### config.mk
export PLATFORM = sky130hd
export DESIGN_NAME = bcd_serial_addsub
export DESIGN_NICKNAME = d
export VERILOG_FILES = /design/src/rtl/bcd_pkg.sv /design/src/rtl/bcd_digit_add.sv /design/src/rtl/bcd_serial_addsub.sv
export SDC_FILE = /design/constraint.sdc
export NUM_CORES = 1
export LEC_CHECK = 0
export ABC_AREA = 1
export CAP_MARGIN = 20
export CORE_ASPECT_RATIO = 0.9
export CORE_MARGIN = 10
export CORE_UTILIZATION = 31
export DETAILED_ROUTE_END_ITERATION = 7
export PLACE_DENSITY = 0.51
export SLEW_MARGIN = 0
export SYNTH_ARGS = -nofsm -noshare
export SYNTH_HDL_FRONTEND = slang
export SYNTH_SLANG_ARGS = --single-unit
### constraint.sdc
create_clock -name clk -period 7.4 [get_ports clk]
set_input_delay 0.74 -clock clk [delete_from_list [all_inputs] [get_ports clk]]
set_output_delay 0.74 -clock clk [all_outputs]
set_load 0.01 [all_outputs]
### src/rtl/bcd_pkg.sv
// rtl/bcd_pkg.sv - shared BCD types, constants and state encoding
package bcd_pkg;

    typedef logic [3:0] bcd_digit_t;

    localparam bcd_digit_t BCD_NINE = 4'd9;

    typedef enum logic [1:0] {IDLE, ADD, FIX, DONE} state_t;

    // Truncates to 4 bits so invalid digits still produce a defined value.
    function automatic bcd_digit_t nines_comp(input bcd_digit_t d);
        return BCD_NINE - d;
    endfunction

endpackage

### src/rtl/bcd_digit_add.sv
// rtl/bcd_digit_add.sv - combinational single-digit BCD adder cell
module bcd_digit_add
    import bcd_pkg::*;
(
    input  bcd_digit_t a,
    input  bcd_digit_t b,
    input  logic       cin,
    output bcd_digit_t sum,
    output logic       cout
);

    logic [4:0] bin_sum;
    logic [4:0] adj_sum;

    // A binary carry always implies a sum above 9, so one compare covers both.
    always_comb begin
        bin_sum = {1'b0, a} + {1'b0, b} + {4'd0, cin};
        cout    = (bin_sum > 5'd9);
        adj_sum = cout ? (bin_sum + 5'd6) : bin_sum;
        sum     = adj_sum[3:0];
    end

endmodule

### src/rtl/bcd_serial_addsub.sv
// rtl/bcd_serial_addsub.sv - digit-serial BCD add/subtract with sign-magnitude result
module bcd_serial_addsub
    import bcd_pkg::*;
#(
    parameter  int DIGITS = 4,
    localparam int CW     = (DIGITS > 1) ? $clog2(DIGITS) : 1
) (
    input  logic                clk,
    input  logic                rst_n,
    input  logic                start,
    input  logic                sub,
    input  logic [4*DIGITS-1:0] a,
    input  logic [4*DIGITS-1:0] b,
    output logic                busy,
    output logic                done,
    output logic [4*DIGITS-1:0] result,
    output logic                ovf,
    output logic                neg,
    output logic                err
);

    localparam int            W    = 4 * DIGITS;
    localparam logic [CW-1:0] LAST = CW'(DIGITS - 1);

    state_t          state_q;
    logic [W-1:0]    a_q, b_q, res_q, res_d;
    logic [CW-1:0]   cnt_q;
    logic            carry_q, sub_q;
    logic            busy_q, done_q, ovf_q, neg_q, err_q;

    logic [W-1:0]    b_load;
    logic            err_in;
    bcd_digit_t      cell_a, cell_b, cell_sum;
    logic            cell_cout;

    always_comb begin
        b_load = '0;
        err_in = 1'b0;
        for (int i = 0; i < DIGITS; i++) begin
            b_load[4*i +: 4] = sub ? nines_comp(b[4*i +: 4]) : b[4*i +: 4];
            if ((a[4*i +: 4] > BCD_NINE) || (b[4*i +: 4] > BCD_NINE))
                err_in = 1'b1;
        end
    end

    // FIX reuses the cell to form the ten's complement of the partial result.
    always_comb begin
        cell_a = a_q[3:0];
        cell_b = b_q[3:0];
        if (state_q == FIX) begin
            cell_a = nines_comp(res_q[3:0]);
            cell_b = 4'd0;
        end
    end

    bcd_digit_add u_cell (
        .a    (cell_a),
        .b    (cell_b),
        .cin  (carry_q),
        .sum  (cell_sum),
        .cout (cell_cout)
    );

    generate
        if (DIGITS > 1) begin : g_multi
            assign res_d = {cell_sum, res_q[W-1:4]};
        end else begin : g_single
            assign res_d = cell_sum;
        end
    endgenerate

    always_ff @(posedge clk or negedge rst_n) begin
        if (!rst_n) begin
            state_q <= IDLE;
            a_q     <= '0;
            b_q     <= '0;
            res_q   <= '0;
            cnt_q   <= '0;
            carry_q <= 1'b0;
            sub_q   <= 1'b0;
            busy_q  <= 1'b0;
            done_q  <= 1'b0;
            ovf_q   <= 1'b0;
            neg_q   <= 1'b0;
            err_q   <= 1'b0;
        end else begin
            case (state_q)
                IDLE: begin
                    if (start) begin
                        a_q     <= a;
                        b_q     <= b_load;
                        sub_q   <= sub;
                        carry_q <= sub;
                        cnt_q   <= '0;
                        err_q   <= err_in;
                        done_q  <= 1'b0;
                        ovf_q   <= 1'b0;
                        neg_q   <= 1'b0;
                        busy_q  <= 1'b1;
                        state_q <= ADD;
                    end
                end
                ADD: begin
                    res_q   <= res_d;
                    a_q     <= a_q >> 4;
                    b_q     <= b_q >> 4;
                    carry_q <= cell_cout;
                    cnt_q   <= cnt_q + 1'b1;
                    if (cnt_q == LAST) begin
                        if (!sub_q) begin
                            ovf_q   <= cell_cout;
                            done_q  <= 1'b1;
                            state_q <= DONE;
                        end else if (cell_cout) begin
                            neg_q   <= 1'b0;
                            done_q  <= 1'b1;
                            state_q <= DONE;
                        end else begin
                            // No end-around carry: A < B, so complement back to B-A.
                            neg_q   <= 1'b1;
                            carry_q <= 1'b1;
                            cnt_q   <= '0;
                            state_q <= FIX;
                        end
                    end
                end
                FIX: begin
                    res_q   <= res_d;
                    carry_q <= cell_cout;
                    cnt_q   <= cnt_q + 1'b1;
                    if (cnt_q == LAST) begin
                        done_q  <= 1'b1;
                        state_q <= DONE;
                    end
                end
                DONE: begin
                    done_q  <= 1'b0;
                    busy_q  <= 1'b0;
                    state_q <= IDLE;
                end
                default: state_q <= IDLE;
            endcase
        end
    end

    assign busy   = busy_q;
    assign done   = done_q;
    assign result = res_q;
    assign ovf    = ovf_q;
    assign neg    = neg_q;
    assign err    = err_q;

endmodule

======== Yosys cells after proc, flatten, opt, wreduce, memory -nomap -nowiden ========
Cells that the tools add are included.
word-level totals
  register bits after elaboration ......... 59
  input bits .............................. 36
  output and inout port bits .............. 21
  logic and storage cells ................. 102
operators by class
  add/sub/neg operators ................... 9
  order comparisons ....................... 9
  equal/unequal tests ..................... 10
  multiplexer cells ....................... 45
  reductions and logical operators ........ 17
operators with widths
  operator               number
  $pmux W16 S2           2
  $gt A4 B4 Y1 const B   8
  $mux W16               2
  $mux W4                7
  $mux W1                20
  $sub A4 B4 Y4 const A  5
  $mux W2                7
  $reduce_and A4 Y1      3
  $ne A2 B2 Y1 const B   4
  $pmux W2 S4            1
  $reduce_and A2 Y1      4
  $eq A2 B2 Y1 const B   3
  $pmux W1 S2            3
  $pmux W2 S3            1
  $add A4 B4 Y5          1
  $add A5 B1 Y5          1
  $gt A5 B4 Y1 const B   1
  $add A4 B3 Y4 const B  1
  $logic_or A1 B1 Y1     4
  $pmux W1 S4            1
  $reduce_bool A2 Y1     2
  $ne A3 B3 Y1 const B   1
  $pmux W1 S3            1
  $reduce_and A3 Y1      1
  6 further kinds        6

======== Logic depth before layout (Yosys ltp) ========
Gate-level depths: netlist of run 1.
  depth in word-level cells ............... 9
  gate-level depth with buffers ........... 21
  mapped depth without buffers ............ 21

======== By module ========
A second synthesis of run 1 with hierarchy kept.
second synthesis, totals
  cell total of the unflattened synthesis .. 419
  area total of the unflattened synthesis .. 3,248.1 µm²
by module, submodules not included
  module             instances  cells an instance  area each (µm²)
  bcd_serial_addsub  1          372                2,952.8
  bcd_digit_add      1          47                 295.3

======== Worst setup path before layout of run 1 ========
Ideal clock, no wire load.
  path type ............................... register to register
  start ................................... reg state_q[0]
  end ..................................... reg cnt_q[0]
  arrival ................................. 2,701 ps
  data required time ...................... 7,335 ps
  path slack .............................. 4,634 ps
  cell stages (with the launch flop) ...... 20
  buffers on the path ..................... 0
  clock period less this slack ............ 2,766 ps
  cell sequence ........................... dfrtp_1 > inv_1 > ha_1 > nand2_1 > o21ai_0 > fa_1 > inv_1 > fa_1 > inv_1 > ha_1 > inv_1 > o21ai_0 > nand2_1 > inv_1 > nand2_2 > nand2_4 > nand2_2 > nand2_1 > nand3_1 > nand2_1
on the way
  word-level cells in the longest chain between the ends .. 9
  elaborated cells on any way between the ends .. 15
RTL lines
  item                    RTL line                                          RTL
  from (decl)             bcd_serial_addsub.sv:25                           state_t state_q;
  from (signal assigned)  bcd_serial_addsub.sv:74                           state_q <= IDLE;
  from (signal assigned)  bcd_serial_addsub.sv:100                          state_q <= ADD;
  from (signal assigned)  bcd_serial_addsub.sv:113                          state_q <= DONE;
  $eq A2 B2 Y1            bcd_serial_addsub.sv:50, bcd_serial_addsub.sv:87
  $mux W4                 bcd_serial_addsub.sv:50                           if (state_q == FIX) begin
  $add A4 B4 Y5           bcd_digit_add.sv:17                               bin_sum = {1'b0, a} + {1'b0, b} + {4'd0, cin};
  $add A5 B1 Y5           bcd_digit_add.sv:17
  $gt A5 B4 Y1            bcd_digit_add.sv:18                               cout = (bin_sum > 5'd9);
  $mux W2                 bcd_serial_addsub.sv:114                          end else if (cell_cout) begin
  $mux W2                 bcd_serial_addsub.sv:110                          if (!sub_q) begin
  $mux W2                 bcd_serial_addsub.sv:109                          if (cnt_q == LAST) begin
  $pmux W2 S3             bcd_serial_addsub.sv:87                           case (state_q)
  to (signal assigned)    bcd_serial_addsub.sv:108                          cnt_q <= cnt_q + 1'b1;
  to (signal assigned)    bcd_serial_addsub.sv:130                          cnt_q <= cnt_q + 1'b1;
  to (decl)               bcd_serial_addsub.sv:27                           logic [CW-1:0] cnt_q;
Several ways; a longest one is shown, not always the timed one.
A chain may end at the register's enable or synchronous reset.

======== Final worst setup path of run 1 ========
  start ................................... reg state_q[0]
  end ..................................... reg cnt_q[1]
The elaborated chain is that of the path after synthesis.

==> results_dict.tcl, run 1 <==
set metrics [dict create \
    rr_startpoint "state_q[0]" \
    hold_path.startpoint "a_q[12]" \
    slew_violations 0 \
    vias_per_cell 4.73 \
    num_antenna_cells 0 \
    synth_nets 463 \
    die_y_um 117 \
    max_slew.worst_pin.slew_ns 0.943 \
    crit_start "state_q[0]" \
    die_area_um2 15000 \
    ys_warn_count 0 \
    critPathLaunchType "register" \
    grt_pass1_vias 2996 \
    clkTransAtPathRegs_ns 0.05 \
    grt_max_degree 60 \
    worst-endpoint-arrival_ns 3.39 \
    synthMuxAreaShare_pct 0 \
    drt_iter0_markers 207 \
    cts_tree "built" \
    vias 2825 \
    avgSynthCellArea_um2 7.97 \
    drcViolationCount 0 \
    synth_top_family_by_area "simple AND/OR/NAND/NOR gates" \
    grt_pass1_wl_mm 14.3 \
    synth-seq-cells 59 \
    relSlewSlack_pct 36.9 \
    postLayoutCoreUtil_pct 41.3 \
    regArea_um2 1480 \
    irDropWorstVdd_v 0.000214 \
    start_util_pct 31.8 \
    htree_levels 3 \
    yosys.area_share.simple_pct 24.2 \
    die_w_um 128 \
    setup_viol 0 \
    status "complete, no violations" \
    powerDensity_nw_per_um2 535 \
    ctsResizeCount 0 \
    pin_count 57 \
    ant_nets 0 \
    cts_root_buffer "clkbuf_16" \
    synthXorXnorAreaFrac_pct 2.42 \
    antenna_found_initial 0 \
    cts_buffers 9 \
    p_leak_nw 2.01 \
    cts.sinks 59 \
    core_area_um2 10200 \
    io_buffer_count 56 \
    cap_violations 0 \
    setup_tns_ns 0 \
    clockBufferDepth 2 \
    fillers 1085 \
    crit_path_end_kind "register" \
    grt_overflow 0 \
    num_rows 35 \
    period_share_pct 42.4 \
    synth_fa_ha_area_share_pct 7.37 \
    rsz0062_at_grt "no" \
    wl_mm 8.19 \
    clk_latency_ns 0.32 \
    dp_hpwl_mm 5.94 \
    drtPass1Iterations 4 \
    wl_per_cell_um 13.7 \
    max_freq_mhz 319 \
    clock_skew_ns 0.00665 \
    multi_input_area_um2 1540 \
    cp_max_fo 7 \
    syn2layout_area_growth_pct 29.8 \
    grt_use_total_pct 11.5 \
    ctsHoldBuffers 0 \
    hold_path_class "reg2reg" \
    synth_area_um2 3260 \
    totalPowerFinal_w 0.00226 \
    yosys.cell_types.count 34 \
    finalHoldViolCount 0 \
    seq_area_frac_synth_pct 45.3 \
    gp_routability_congestion 0.822 \
    synthCells 409 \
    synth_compound_area_share_pct 13.3 \
    final_nets 517 \
    postCtsSetupRepairBufs 0 \
    path_class "reg2reg" \
    fin_crit_ns 3.14 \
    drive_gt1_share_pct 6.62 \
    required_ns 7.65 \
]
==> kinds of logic after synthesis <==
kind of cell / count (synthesis)
adders and majority gates: 18
DFF: 59
AOI/OAI and AO/OA: 74
xor gates and xnor gates: 9
and+or+nand+nor: 195
buffers and inverters: 54
==> final timing paths <==
path	end	slack (ns)	cells past startpoint
max	cnt_q[1]	4.26	18
min	a_q[12]	0.48	2
max reg2reg	cnt_q[1]	4.26	18
min reg2reg	a_q[12]	0.48	2
max in group asynchronous	sub_q	6.32	2
min in group asynchronous	done	0.57	2
==> per-stage QoR <==
| step | instance area (um2) | instances | hold slack, ns | worst slack [ns] |
|---|---|---|---|---|
| finish | 4230 | 597 | 0.475 | 4.26 |
| global placement | 3900 | 581 | 0.458 | 4.40 |
| floorplan | 3260 | 409 | 0.442 | 4.63 |
| global route | 4230 | 597 | 0.494 | 3.96 |
| CTS | 4230 | 597 | 0.475 | 4.27 |
| detailed placement | 3900 | 581 | 0.461 | 4.29 |
==> cells in the final DEF, fill, tap and decap left out, types with 4 or more instances in the layout <==
cell,n
inv_1,33
dfrtp_1,59
ha_1,16
nand3_1,20
a21oi_1,12
nand2_1,135
a31oi_1,14
o211ai_1,6
nor2_1,29
o21ai_0,32
xnor2_1,6
o21ai_1,4
clkbuf_16,9
clkdlybuf4s50_1,55
nand2_2,4
==> sequential cells by signal, indices dropped and copies added, names as in the netlist <==
| register | count |
|---|---|
| a_q | 16 |
| b_q | 16 |
| busy | 1 |
| carry_q | 1 |
| cnt_q | 2 |
| done | 1 |
| err | 1 |
| neg | 1 |
| ovf | 1 |
| result | 16 |
| state_q | 2 |
| sub_q | 1 |
==> Yosys cell counts <==
cell type	number	area, um2
nor3_1	1	5.00
inv_4	1	6.26
clkinv_1	1	3.75
ha_1	16	200
dfrtp_1	59	1480
o31ai_2	1	12.5
o211ai_1	6	45.0
o21a_1	1	7.51
inv_1	33	124
fa_1	2	40.0
o22a_1	1	8.76
nand3_1	20	100
nand4_1	1	6.26
a31oi_1	14	87.6
nor2_1	29	109
o21ai_0	32	160
nand3b_1	1	7.51
or2_1	2	12.5
o21ai_1	4	20.0
inv_2	3	11.3
nand2_1	135	507
nand2_2	4	25.0
buf_2	5	25.0
xor2_1	3	26.3
o21ai_4	1	16.3
buf_6	3	33.8
and2_1	1	6.26
a21oi_2	1	8.76
a21oi_1	12	60.1
o21bai_1	1	7.51
nand2_4	1	11.3
xnor2_1	6	52.6
clkbuf_1	6	22.5
buf_4	2	15.0
==> final cells by class <==
cell class | count | area share (%)
multi-input combinational | 296 | 36.4
sequential | 59 | 34.9
timing repair buffer | 59 | 13.7
clock buffer | 12 | 6.06
tap | 129 | 3.81
inverter | 38 | 3.43
clock inverter | 4 | 1.71
==> layer usage <==
metal / track usage [%] / vias up / wire length, um / share of wire (%)
met3: 4.19 / 8 / 625 / 7.6
met4: 3.37 / 0 / 82 / 1.0
met2: 18.6 / 66 / 3450 / 42
li1: - / 1427 / - / -
met5: 0 / - / 0 / 0
met1: 14.1 / 1324 / 4030 / 49
==> where the power goes <==
part	internal [W]	total, W	leakage (nW)	switching, W
clock	0.000312	0.000455	0.159	0.000143
combinational	0.000464	0.00123	1.13	0.000768
sequential	0.000484	0.000576	0.721	0.0000920
==> critical path, cell delays in order (launching register included) <==
cell and delay, ns:
dfrtp_1 0.43, inv_1 0.13, ha_1 0.29, o21ai_0 0.17
fa_1 0.40, inv_1 0.12, fa_1 0.47, inv_1 0.12
ha_1 0.14, inv_1 0.04, o21ai_0 0.13, nand2_1 0.07
inv_1 0.06, nand2_2 0.09, nand2_4 0.11, nand2_2 0.07
nand2_1 0.10, nand3_1 0.07, nand2_1 0.06
(Power assumes the default switching activity.)
==> run 2: changes to the inputs <==
==> constraint.sdc (replaced) <==
create_clock -name clk -period 3.3 [get_ports clk]
set_input_delay 0.33 -clock clk [delete_from_list [all_inputs] [get_ports clk]]
set_output_delay 0.33 -clock clk [all_outputs]
set_load 0.01 [all_outputs]
==> run 2 against run 1 <==
Design area shrank 0.86%. Sequential power is 120% higher. First-iteration DRC count fell by 8.2%. Critical path type unchanged. Largest cell class unchanged.
==> results_dict.tcl, run 2 (synthesis results as in run 1) <==
set metrics [dict create \
    dp_hpwl_mm 6.00 \
    pin_count 57 \
    antenna_found_initial 0 \
    die_area_um2 15000 \
    drtPass1Iterations 4 \
    cp_max_fo 7 \
    vias_per_cell 4.70 \
    vias 2803 \
    hold_ws_ns 0.117 \
    final_cell_mix "nand2_1 (135), dfrtp_1 (59), clkdlybuf4s50_1 (55)" \
    num_rows 35 \
    gp_routability_congestion 0.824 \
    clockBufferDepth 2 \
    io_buffer_count 56 \
    setup_tns_ns 0 \
    irDropWorstVdd_v 0.000569 \
    gr-usage-met2_pct 17.5 \
    hold_path_class "in2async" \
    syn2layout_area_growth_pct 28.7 \
    grt_pass1_wl_mm 14.0 \
    clkTransAtPathRegs_ns 0.05 \
    grt_pass1_vias 2870 \
    grt_util_met3_pct 4.46 \
    core_area_um2 10200 \
    max_freq_mhz 327 \
    status "complete, no violations" \
    globalRouteMet1Util_pct 14.6 \
    critPathLaunchType "register" \
    period_share_pct 92.7 \
    htree_levels 3 \
    slowest_stage "fa_1" \
    crit_path_frequent_cell "inv_1" \
    powerDensity_nw_per_um2 1180 \
    num_antenna_cells 0 \
    postLayoutCoreUtil_pct 41.0 \
    cts_tree "built" \
    finalNonFillerCells 596 \
    clk_latency_ns 0.32 \
    drt_iter0_markers 190 \
    setup_viol 0 \
    dp_cells 582 \
    die_w_um 128 \
    relSlewSlack_pct 43.0 \
    grt_max_degree 39 \
    cap_violations 0 \
    path_delay_family "adder cells" \
    drive_gt1_share_pct 6.64 \
    path_class "reg2reg" \
    wl_mm 8.13 \
    cts_buffers 9 \
    final_nets 518 \
    crit_path_end_kind "register" \
    crit_start "state_q[0]" \
    fin_crit_ns 3.06 \
    wl_per_cell_um 13.6 \
    critPathBufInv 5 \
    grt_overflow 0 \
    drcViolationCount 0 \
    cts.sinks 59 \
    max_slew.worst_pin.slew_ns 0.855 \
    rsz0062_at_grt "no" \
    slew_violations 0 \
    clock_skew_ns 0.00556 \
    path_cells "inv_1 > ha_2 > o21ai_0 > fa_1 > inv_1 > fa_1 > inv_1 > ha_1 > inv_1 > o21ai_0 > nand2_1 > inv_1 > nand2_2 > nand2_4 > nand2_2 > nand2_1 > nand3_1 > nand2_1" \
    ant_nets 0 \
    p_leak_nw 2.00 \
    totalPowerFinal_w 0.00495 \
    required_ns 3.56 \
    worst-endpoint-arrival_ns 3.31 \
    start_util_pct 31.8 \
    top_usage_layer "met2" \
    rr_startpoint "state_q[0]" \
    cts_root_buffer "clkbuf_16" \
    slowest_delay_ns 0.45 \
    grt_use_total_pct 11.5 \
    layout_commonest_cell "nand2_1" \
    die_y_um 117 \
    finalHoldViolCount 0 \
]
-- run 2: cell type report --
class | instances | area [um2]
clock buffers | 11 | 243
clock inverters | 3 | 40.0
well taps | 129 | 161
multi-input cells | 296 | 1550
fillers | 1091 | 6050
inverters | 38 | 145
repair buffers | 60 | 586
flip-flops and latches | 59 | 1480
-- run 2: what timing repair did --
item / 4_1_cts / 5_1_grt
buffers inserted: 0 / 0
hold buffers: 0 / 0
resized for setup: 0 / 1
setup endpoints to repair: 0 / 6
hold endpoints to repair: 0 / 0
-- run 2: layer usage --
metal,wire length (um),vias up
met5,0,-
met4,78,0
met3,634,7
met2,3550,67
met1,3860,1296
li1,-,1433
-- run 2: final timing paths --
check	slack [ns]	depth (start not counted)	to
min in group clk	0.47	2	a_q[13]
hold reg to reg	0.47	2	a_q[13]
max in group asynchronous	2.37	2	a_q[3]
setup reg to reg	0.24	18	cnt_q[1]
hold / removal	0.12	1	carry_q
setup / recovery	0.24	18	cnt_q[1]
-- run 2: per-stage QoR --
step	setup slack, ns	area, um2
6_report	0.242	4200
5_1_grt	0.0152	4200
4_1_cts	0.180	4190
3_5_place_dp	0.206	3910
3_3_place_gp	0.332	3910
2_1_floorplan	0.534	3260
-- run 2: worst register-to-register path: cells and delay by family, from the launching register on --
family | cells | cell delay, ns
adders and majority gates | 4 | 1.28
buffers and inverters | 5 | 0.46
and+or+nand+nor | 7 | 0.57
AOI/OAI and AO/OA | 2 | 0.28
DFF | 1 | 0.41
-- run 2: power breakdown --
group | switching [W] | internal [W]
sequential | 0.000206 | 0.00109
combinational | 0.00171 | 0.00105
clock | 0.000306 | 0.000593
total | 0.00222 | 0.00273
==> run 3: changes to the inputs <==
--- a/config.mk
+++ b/config.mk
@@ -11,7 +11,8 @@
 export CORE_MARGIN = 10
 export CORE_UTILIZATION = 31
 export DETAILED_ROUTE_END_ITERATION = 7
-export PLACE_DENSITY = 0.51
+export MAX_ROUTING_LAYER = met4
+export PLACE_DENSITY = 0.53
 export SLEW_MARGIN = 0
 export SYNTH_ARGS = -nofsm -noshare
 export SYNTH_HDL_FRONTEND = slang
==> constraint.sdc (replaced) <==
create_clock -name clk -period 2.5 [get_ports clk]
set_input_delay 0.25 -clock clk [delete_from_list [all_inputs] [get_ports clk]]
set_output_delay 0.25 -clock clk [all_outputs]
set_load 0.01 [all_outputs]
==> run 3 against run 2 <==
Largest cell class unchanged. Total power grew 49%. Sequential share of layout area shrank 2.1 points. Design area grew 6.5%. Hold slack gained 0.36 ns. The flow now finishes with violations (negative setup slack). Global-route usage grew 0.88 points. Highest routed layer unchanged. Critical path depth is the same. Worst setup slack lost 0.38 ns. Sequential cell count is the same. Clock power grew 28%. Critical endpoint is now state_q[0]. Maximum frequency grew 16%. Largest power group unchanged. Routed wire length grew 3.7%. Core utilization grew 2.7 points.
==> results_dict.tcl, run 3 (synthesis results as in run 1) <==
set metrics [dict create \
    status "finished with violations" \
    violations "negative setup slack" \
    postLayoutCoreUtil_pct 43.6 \
    top_layer_used "met4" \
    pin_count 57 \
    drt_iter0_markers 201 \
    slew_violations 0 \
    path_class "reg2reg" \
    critPathBufInv 4 \
    cts_root_buffer "clkbuf_16" \
    die_area_um2 15000 \
    slowest_stage "fa_2" \
    layout_commonest_cell "nand2_1" \
    relSlewSlack_pct 59.3 \
    cts_buffers 9 \
    clk_latency_ns 0.33 \
    rsz0062_at_grt "yes" \
    place_ws_ns -0.257 \
    die_y_um 117 \
    antenna_found_initial 0 \
    crit_path_end_kind "register" \
    wl_mm 8.43 \
    setup_viol 10 \
    clock_skew_ns 0.0114 \
    cts.sinks 59 \
    grt_pass1_vias 3103 \
    htree_levels 3 \
    die_w_um 128 \
    wl_per_cell_um 13.6 \
    final_nets 541 \
    fin_crit_ns 2.64 \
    dpl_cell_area_um2 4080 \
    required_ns 2.71 \
    period_share_pct 106 \
    max_freq_mhz 379 \
    fillers 1077 \
    multi_input_area_um2 1640 \
    p_leak_nw 2.11 \
    num_antenna_cells 0 \
    powerDensity_nw_per_um2 1650 \
    vias_per_cell 4.66 \
    hold_path_class "reg2reg" \
    clockBufferDepth 2 \
    cap_violations 0 \
    setup_ws_ns -0.141 \
    cts_tree "built" \
    num_rows 35 \
    drcViolationCount 0 \
    worst-endpoint-arrival_ns 2.85 \
    final_cell_mix "nand2_1 (131), dfrtp_1 (58), clkdlybuf4s50_1 (55)" \
    grt_overflow 0 \
    crit_path_frequent_cell "nand2_1" \
    dp_hpwl_mm 6.38 \
    clkTransAtPathRegs_ns 0.06 \
    wl_met2_mm 3.77 \
    syn2layout_area_growth_pct 37.1 \
    drive_gt1_share_pct 15.2 \
    vias 2891 \
    m1WireLength_mm 4.15 \
    cp_max_fo 6 \
    slowest_delay_ns 0.44 \
    grt_use_total_pct 12.4 \
    finalHoldViolCount 0 \
    path_delay_family "adder cells" \
    setup_tns_ns -1.02 \
    ant_nets 0 \
    grt_pass1_wl_mm 14.8 \
    regArea_um2 1480 \
    irDropWorstVdd_v 0.000928 \
    core_area_um2 10200 \
    max_slew.worst_pin.slew_ns 0.610 \
    grt_max_degree 39 \
    io_buffer_count 56 \
    drtPass1Iterations 4 \
    gp_routability_congestion 0.805 \
    wl_met3_um 441 \
    postLayoutCellArea_um2 4470 \
    start_util_pct 31.8 \
    critPathLaunchType "register" \
    path_cells "inv_2 > ha_4 > nand2_2 > o21ai_4 > fa_2 > inv_2 > fa_2 > buf_4 > nor2_1 > nand3_1 > nand2_1 > inv_1 > nand2_2 > nand2_4 > nand2_4 > nand3_1 > nand2_1 > nand2_1" \
]
## run 3: cell types whose count changed in the layout (fill, tap and decap cells not counted), sizes merged
cell         previous run  this run
buf                     5        27
bufinv                  1         0
clkinv                  3         5
clkinvlp                0         1
dlygate4sd3             0         1
## run 3: tightest hold or removal path: cells and delay by family (launching register included)
| kind | cells | cell delay, ns |
|---|---|---|
| DFF | 1 | 0.34 |
| and+or+nand+nor | 2 | 0.10 |
## run 3: where the power goes
| group | internal (W) | switching, W | leakage (nW) |
|---|---|---|---|
| registers | 0.00143 | 0.000269 | 0.720 |
| logic | 0.00199 | 0.00255 | 1.26 |
| clock network | 0.000700 | 0.000452 | 0.136 |
## run 3: repair_timing
action,CTS,global route
gates resized for setup,11,5
endpoints found under the setup margin,10,10
hold endpoints to repair,22,0
setup buffers,3,2
hold buffers,1,0
pin swaps,7,3
## run 3: path summary, 6_finish.rpt
| kind | from | end | slack (ns) | depth (start not counted) |
|---|---|---|---|---|
| hold / removal | a_q[15] | a_q[15] | 0.47 | 2 |
| hold reg to reg | a_q[15] | a_q[15] | 0.47 | 2 |
| min in group asynchronous | rst_n | b_q[4] | 0.48 | 2 |
| max in group asynchronous | rst_n | state_q[1] | 1.31 | 3 |
| setup reg to reg | state_q[0] | state_q[0] | -0.14 | 18 |
| setup / recovery | state_q[0] | state_q[0] | -0.14 | 18 |
## run 3: area by class of cell
type / instances / share of cell area [%]
multi-input combinational: 296 / 36.7
sequential: 59 / 33.1
timing repair buffer: 83 / 17.1
clock buffer: 11 / 5.43
tap: 129 / 3.61
inverter: 38 / 3.25
clock inverter: 5 / 0.868
## run 3: through the flow
step / hold WS, ns / power (W) / cells
after floorplan: -0.0456 / 0.00452 / 409
after global placement: 0.281 / 0.00583 / 599
after detailed placement: 0.304 / 0.00594 / 599
after CTS: 0.473 / 0.00737 / 619
after global routing: 0.501 / 0.00817 / 621
final: 0.472 / 0.00739 / 621
## run 3: per-layer routing
layer | up-vias | global-route usage [%]
met5 | - | -
met4 | 0 | 2.47
met3 | 7 | 4.23
met2 | 59 | 18.8
met1 | 1346 | 15.8
li1 | 1479 | -
